### src/rtl/multicycle_ctrl.sv
// multicycle_ctrl: multicycle FETCH/DECODE/EXEC/MEM/WB control FSM.
// Define CTRL_PERF_EN to build the retired-instruction counter.
module multicycle_ctrl #(
    parameter int ALUOP_W  = 3,
    parameter int WAIT_MAX = 15,
    parameter int CNT_W    = 16
) (
    input  logic               clk,
    input  logic               rst,
    input  logic [3:0]         op,
    input  logic               zero,
    input  logic               imem_ack,
    input  logic               dmem_ack,
    output logic               imem_req,
    output logic               dmem_req,
    output logic               ir_we,
    output logic               pc_we,
    output logic [1:0]         PCsrc,
    output logic               m2reg,
    output logic               wmem,
    output logic               memc,
    output logic [ALUOP_W-1:0] ALUOp,
    output logic               alucsrc,
    output logic               wreg,
    output logic               jal,
    output logic               fault,
    output logic [2:0]         state,
    output logic [CNT_W-1:0]   retired
);

    typedef enum logic [2:0] {
        S_FETCH  = 3'd0,
        S_DECODE = 3'd1,
        S_EXEC   = 3'd2,
        S_MEM    = 3'd3,
        S_WB     = 3'd4,
        S_FAULT  = 3'd5
    } state_t;

    localparam int WCNT_W = (WAIT_MAX > 1) ? $clog2(WAIT_MAX + 1) : 1;
    localparam logic [WCNT_W-1:0] WLAST =
        WCNT_W'((WAIT_MAX > 0) ? WAIT_MAX - 1 : 0);

    state_t            st, nxt;
    logic [WCNT_W-1:0] wcnt;
    logic              tmo;
    logic [3:0]        opq;
    logic [2:0]        aluop_q;

    logic              d_m2reg, d_memc, d_alucsrc, d_jal;
    logic [2:0]        d_aluop;

    logic              is_branch, is_mem, is_store, is_jal, is_jalr;

    assign is_branch = (opq[3:1] == 3'b001);
    assign is_mem    = (opq[3:2] == 2'b01);
    assign is_store  = is_mem & opq[1];
    assign is_jal    = (opq == 4'h0);
    assign is_jalr   = (opq == 4'h1);

    // Timeout fires on the wait cycle in which the counter would reach WAIT_MAX.
    assign tmo = (WAIT_MAX > 0) && (wcnt == WLAST);

    assign state = st;
    assign ALUOp = ALUOP_W'(aluop_q);

    always_comb begin
        d_m2reg   = 1'b0;
        d_memc    = 1'b0;
        d_alucsrc = 1'b0;
        d_jal     = 1'b0;
        d_aluop   = 3'd0;
        case (op)
            4'h0: d_jal = 1'b1;
            4'h1: begin d_jal = 1'b1; d_alucsrc = 1'b1; end
            4'h2: d_aluop = 3'd4;
            4'h3: d_aluop = 3'd5;
            4'h4: begin d_m2reg = 1'b1; d_alucsrc = 1'b1; end
            4'h5: begin d_m2reg = 1'b1; d_memc = 1'b1; d_alucsrc = 1'b1; end
            4'h6: d_alucsrc = 1'b1;
            4'h7: begin d_memc = 1'b1; d_alucsrc = 1'b1; end
            4'h8: d_aluop = 3'd0;
            4'h9: d_aluop = 3'd1;
            4'hA: d_aluop = 3'd2;
            4'hB: d_aluop = 3'd3;
            4'hC: begin d_aluop = 3'd0; d_alucsrc = 1'b1; end
            4'hD: begin d_aluop = 3'd1; d_alucsrc = 1'b1; end
            4'hE: begin d_aluop = 3'd2; d_alucsrc = 1'b1; end
            4'hF: begin d_aluop = 3'd3; d_alucsrc = 1'b1; end
        endcase
    end

    always_ff @(posedge clk) begin
        if (rst) begin
            st <= S_FETCH;
        end else begin
            st <= nxt;
        end
    end

    always_comb begin
        nxt      = st;
        imem_req = 1'b0;
        dmem_req = 1'b0;
        ir_we    = 1'b0;
        pc_we    = 1'b0;
        PCsrc    = 2'd0;
        wmem     = 1'b0;
        wreg     = 1'b0;
        fault    = 1'b0;
        // Outputs are held quiet while reset is asserted.
        if (!rst) begin
            unique case (st)
                S_FETCH: begin
                    imem_req = 1'b1;
                    if (imem_ack) begin
                        ir_we = 1'b1;
                        nxt   = S_DECODE;
                    end else if (tmo) begin
                        nxt = S_FAULT;
                    end
                end
                S_DECODE: nxt = S_EXEC;
                S_EXEC: begin
                    if (is_branch) begin
                        pc_we = 1'b1;
                        PCsrc = zero ? 2'd1 : 2'd0;
                        nxt   = S_FETCH;
                    end else if (is_mem) begin
                        nxt = S_MEM;
                    end else begin
                        nxt = S_WB;
                    end
                end
                S_MEM: begin
                    dmem_req = 1'b1;
                    wmem     = is_store;
                    if (dmem_ack) begin
                        if (is_store) begin
                            pc_we = 1'b1;
                            nxt   = S_FETCH;
                        end else begin
                            nxt = S_WB;
                        end
                    end else if (tmo) begin
                        nxt = S_FAULT;
                    end
                end
                S_WB: begin
                    wreg  = 1'b1;
                    pc_we = 1'b1;
                    PCsrc = is_jal ? 2'd1 : (is_jalr ? 2'd2 : 2'd0);
                    nxt   = S_FETCH;
                end
                S_FAULT: fault = 1'b1;
                default: nxt = S_FETCH;
            endcase
        end
    end

    always_ff @(posedge clk) begin
        if (rst) begin
            wcnt <= '0;
        end else if (WAIT_MAX == 0) begin
            wcnt <= '0;
        end else if ((st == S_FETCH && !imem_ack) ||
                     (st == S_MEM && !dmem_ack)) begin
            wcnt <= wcnt + 1'b1;
        end else begin
            wcnt <= '0;
        end
    end

    always_ff @(posedge clk) begin
        if (rst) begin
            opq     <= 4'h0;
            m2reg   <= 1'b0;
            memc    <= 1'b0;
            alucsrc <= 1'b0;
            jal     <= 1'b0;
            aluop_q <= 3'd0;
        end else if (st == S_DECODE) begin
            opq     <= op;
            m2reg   <= d_m2reg;
            memc    <= d_memc;
            alucsrc <= d_alucsrc;
            jal     <= d_jal;
            aluop_q <= d_aluop;
        end
    end

`ifdef CTRL_PERF_EN
    logic [CNT_W-1:0] cnt_q;

    always_ff @(posedge clk) begin
        if (rst) begin
            cnt_q <= '0;
        end else if (pc_we) begin
            cnt_q <= cnt_q + 1'b1;
        end
    end

    assign retired = cnt_q;
`else
    assign retired = '0;
`endif

endmodule
### config.mk
export PLATFORM = sky130hd
export DESIGN_NAME = multicycle_ctrl
export DESIGN_NICKNAME = d
export VERILOG_FILES = /design/src/rtl/multicycle_ctrl.sv
export SDC_FILE = /design/constraint.sdc
export NUM_CORES = 1
export LEC_CHECK = 0
export ABC_AREA = 1
export CORE_MARGIN = 10
export CORE_UTILIZATION = 45
export DETAILED_ROUTE_END_ITERATION = 8
export HOLD_SLACK_MARGIN = 0.15
export PLACE_DENSITY = 0.93
export SYNTH_ARGS = -nofsm -noshare
export SYNTH_HDL_FRONTEND = slang
export SYNTH_SLANG_ARGS = --single-unit
export TNS_END_PERCENT = 20
### constraint.sdc
create_clock -name clk -period 2.5 [get_ports clk]
set_clock_uncertainty 0.15 [all_clocks]
set_input_delay 0.5 -clock clk [delete_from_list [all_inputs] [get_ports clk]]
set_output_delay 0.5 -clock clk [all_outputs]
set_load 0.1 [all_outputs]
==> metrics list, run 1 <==
- For the worst-skew pair, the clock arrives at the later sink with an insertion delay of 0.30 ns.
* Max-capacitance violation count: 0
- The pre-antenna-repair detailed-routing pass consisted of 4 iterations.
- The min-delay analysis places its worst path in the category reg -> reg.
* Clock share of power: 17.0%
* Endpoint type of the worst setup path: output port
* Critical path type: in -> out
- The flow ran to the end, and the final reports show no timing, DRC or antenna violations.
- Entering global routing, the biggest net connects 20 pins.
* Combined area of all synthesized cells: roughly 0.0011 mm^2
- For this run, the slowest stage of the critical path takes 0.43 ns.
- Clock tree synthesis selected as its root buffer the cell sky130_fd_sc_hd__clkbuf_4.
- Setup violations remaining at the end of the flow were counted as 0.
- Compared with the post-synthesis result, the final layout area differs by 37.83%.
* Maximum clock path buffer count: 2
- From left edge to right edge, the die measures ~70 um.
- For this run, the top clock speed supported by timing is between 0.4 and 0.5 GHz.
- Summed over all instances, the cell type with the most area after synthesis is sky130_fd_sc_hd__dfxtp_1.
* Post-detailed-route wirelength per cell: between 10 and 15 um
* WP data required: around 1.9 ns
* Mapped Avg Cell Area: a little under 7 um^2
* Number of antenna-violating nets in the routed design: 0
- Number of resized instances in the post-cts repair step: 0
* Number of instances in the synthesized netlist: between 150 and 200
- Initial core utilization: 47.39%
- The total overflow left after global routing is 0.
- Dpl cells: around 210
- Sw Pwr: 0.4313 mW
- All-layer global routing usage: 12.14%
- Power density of the placed cells: between 600 and 700 mW/mm^2
- Number of sinks on the clock net: 18
- The clock period could shrink to 2.324 ns.
- Height of the die: between 60 and 70 um
- Count of placed standard cells in the final layout, fillers left out: around 210
- Routed via count: around 990
* Crit path max fanout: 3
- Wire length of the first global-routing pass: between 4 and 5 mm
- The critical path contains buffers and inverters numbering 3 combined.
* Nature of the critical path startpoint: primary input
- Worst Min Path Start: ALUOp[1]
- Kind of cell adding the most delay to the critical path: buffers and inverters
* Number of antenna violations at the first check in global routing: 0
* Number of hold violations in the final report: 0
- Of the cells placed in the final design, the portion with a size suffix greater than 1 is between 20% and 30%.
* Number of CTS-inserted buffers: 3
- The via count of the first global-routing pass is between 1000 and 1500.
- Detailed-route vias per instance: between 4 and 5
* Switching Fraction: 48.73%
* Number of violations reported at the end of detailed-routing iteration 0: 37
* Ant diodes: 0
- Hold repair after CTS inserted 0 buffers.
- Final HPWL from detailed placement: around 2.2 mm
- Fin nets: between 150 and 200
- The synthesized design devotes to its leading area cell type 34.04% of total area.
* Clock transition at the registers of the reported paths: ~0.090 ns
- The largest individual stage delay along the critical path comes from the cell sky130_fd_sc_hd__clkdlybuf4s50_1.
* Unrepaired setup endpoints after global routing: no
- Top cells by area in the synthesized netlist: sky130_fd_sc_hd__dfxtp_1 34%, sky130_fd_sc_hd__buf_4 11%, sky130_fd_sc_hd__nand2_1 9.2%, sky130_fd_sc_hd__nand3_1 8.0%, sky130_fd_sc_hd__nor2_1 7.8%
* Launch point of the worst reg-to-reg path: wcnt[0]
- IR analysis of the VDD net gives a maximum drop of 0.0003637 V.
- Area enclosed by the die boundary: 0.004692 mm^2
* Port-buffer cells: 27
- Register area share after synthesis: 34.04%
- For this block, the routed nets add up to ~2.6 mm of wire.
- Dividing the final minimum period by the clock period gives about 93%.
- For the worst setup path, the data arrival time is 1.67 ns.
* GP Congestion: about 0.85
* Overall power after layout: approximately 0.9 mW
- I/O pin count: between 40 and 50
- Fraction of power consumed by sequential logic: 37.3%
- Crit. Startpoint: rst
* Setup Fix Bufs, Post-CTS: 0
* Synth warn: 0
* Synthesis-stage register bit count: 18
* Post-route core utilization: 65.32%
- In this run the static leakage power is around 0.66 nW.
* Number of rows in the core area: 17
* Max Transition Viols Final: 0
- The internal portion of the total power is 0.4538 mW.
- In this run the number of H-tree levels came out at 1.
- Critical path cell sequence: clkdlybuf4s50_1, inv_1, nand2_4, nor4_4, buf_12
- TritonCTS built the clock tree.
- Combinational Power Share: between 40% and 50%
* Unique masters post-synth: 24
* Number of remaining DRC errors: 0
- The core region is approximately 0.0022 mm^2.
-- metrics by stage --
step | setup WS (ns) | area [um^2] | hold slack [ns] | setup TNS, ns
detailed placement | 0.1635 | 1433 | 0.3086 | 0
floorplan | -0.09291 | 1189 | 0.2797 | -0.1704
finish | 0.1756 | 1459 | 0.3248 | 0
CTS | 0.1628 | 1459 | 0.3255 | 0
global route | 0.09668 | 1459 | 0.3429 | 0
global placement | 0.1984 | 1433 | 0.2975 | 0
-- synth_stat cells --
master / n
sky130_fd_sc_hd__a21oi_1: 11
sky130_fd_sc_hd__a31oi_1: 1
sky130_fd_sc_hd__buf_2: 2
sky130_fd_sc_hd__buf_4: 16
sky130_fd_sc_hd__buf_6: 1
sky130_fd_sc_hd__conb_1: 1
sky130_fd_sc_hd__dfxtp_1: 18
sky130_fd_sc_hd__ha_1: 2
sky130_fd_sc_hd__inv_1: 19
sky130_fd_sc_hd__inv_2: 3
sky130_fd_sc_hd__nand2_1: 26
sky130_fd_sc_hd__nand2_2: 1
sky130_fd_sc_hd__nand3_1: 17
sky130_fd_sc_hd__nand3_4: 1
sky130_fd_sc_hd__nand4_1: 1
sky130_fd_sc_hd__nor2_1: 22
sky130_fd_sc_hd__nor2_2: 1
sky130_fd_sc_hd__nor3_1: 2
sky130_fd_sc_hd__nor4_2: 1
sky130_fd_sc_hd__o21ai_0: 5
sky130_fd_sc_hd__o21ai_1: 1
sky130_fd_sc_hd__o22ai_2: 1
sky130_fd_sc_hd__xnor2_1: 1
sky130_fd_sc_hd__xor2_1: 1
-- worst min-delay path, cell delays in order, from the launching register on --
cell and delay [ns]:
sky130_fd_sc_hd__dfxtp_1 0.32, sky130_fd_sc_hd__nand2_1 0.06, sky130_fd_sc_hd__a21oi_1 0.05
-- cell families (layout without fill, tap and decap cells) --
kind of cell	after synthesis	count (layout)	synth area share (%)
AOI/OAI and AO/OA	19	19	9.810
xor gates and xnor gates	2	2	1.655
adders and majority gates	2	2	2.364
buffers and inverters	41	55	21.16
DFF	18	18	34.04
other	1	16	0.3543
and+or+nand+nor	72	72	30.62
-- registers in the layout, indices dropped and copies added (netlist names) --
signal   count
ALUOp        3
state        3
jal          1
opq          4
memc         1
m2reg        1
alucsrc      1
wcnt         4
-- layout make-up --
type,count,area [um^2]
multi-input cells,111,590.6
fillers,208,774.5
repair buffers,29,350.3
inverters,22,85.08
clock buffers,4,26.28
flip-flops and latches,18,371.6
well taps,28,35.03
-- metal layers --
layer | global-route usage, % | up-vias | routed length [um] | share of wire [%]
met3 | 3.543 | 8 | 217 | 8.3
met2 | 20.28 | 37 | 1272 | 49
met4 | 7.538 | 0 | 85 | 3.2
met1 | 13.22 | 424 | 1043 | 40
met5 | 0 | - | 0 | 0
li1 | - | 516 | - | -
-- worst paths after layout --
path | to | slack, ns | cells past startpoint
worst min register to register | ALUOp[1] | 0.32 | 2
worst min-delay path | ALUOp[1] | 0.32 | 2
worst max-delay path | wmem | 0.18 | 5
worst max register to register | state[0] | 1.16 | 8
-- layout by cell type (no fill, tap or decap), types with 4 or more instances in the layout --
cell type                         synthesis  layout
sky130_fd_sc_hd__a21oi_1                 11      10
sky130_fd_sc_hd__buf_12                   0       9
sky130_fd_sc_hd__buf_4                   16      12
sky130_fd_sc_hd__clkdlybuf4s50_1          0       8
sky130_fd_sc_hd__conb_1                   1      16
sky130_fd_sc_hd__dfxtp_1                 18      15
sky130_fd_sc_hd__inv_1                   19      18
sky130_fd_sc_hd__nand2_1                 26      25
sky130_fd_sc_hd__nand3_1                 17      16
sky130_fd_sc_hd__nor2_1                  22      19
sky130_fd_sc_hd__nor2_2                   1       4
sky130_fd_sc_hd__o21ai_0                  5       5
-- power groups by stage --
stage,registers (mW),clock network (mW),logic [mW]
final,0.330,0.151,0.404
after global routing,0.334,0.169,0.428
after CTS,0.330,0.155,0.404
after global placement,0.335,0,0.398
after detailed placement,0.337,0,0.403
after floorplan,0.407,0,0.272
No activity file was read; power rests on OpenSTA's default activity.
==> run 2, diff against run 1 <==
Settings changed: CTS_CLUSTER_SIZE from default to 8, SKIP_LAST_GASP from default to 1.
==> results of run 2 <==
The final DEF is identical to that of run 1; final timing and power are the same.
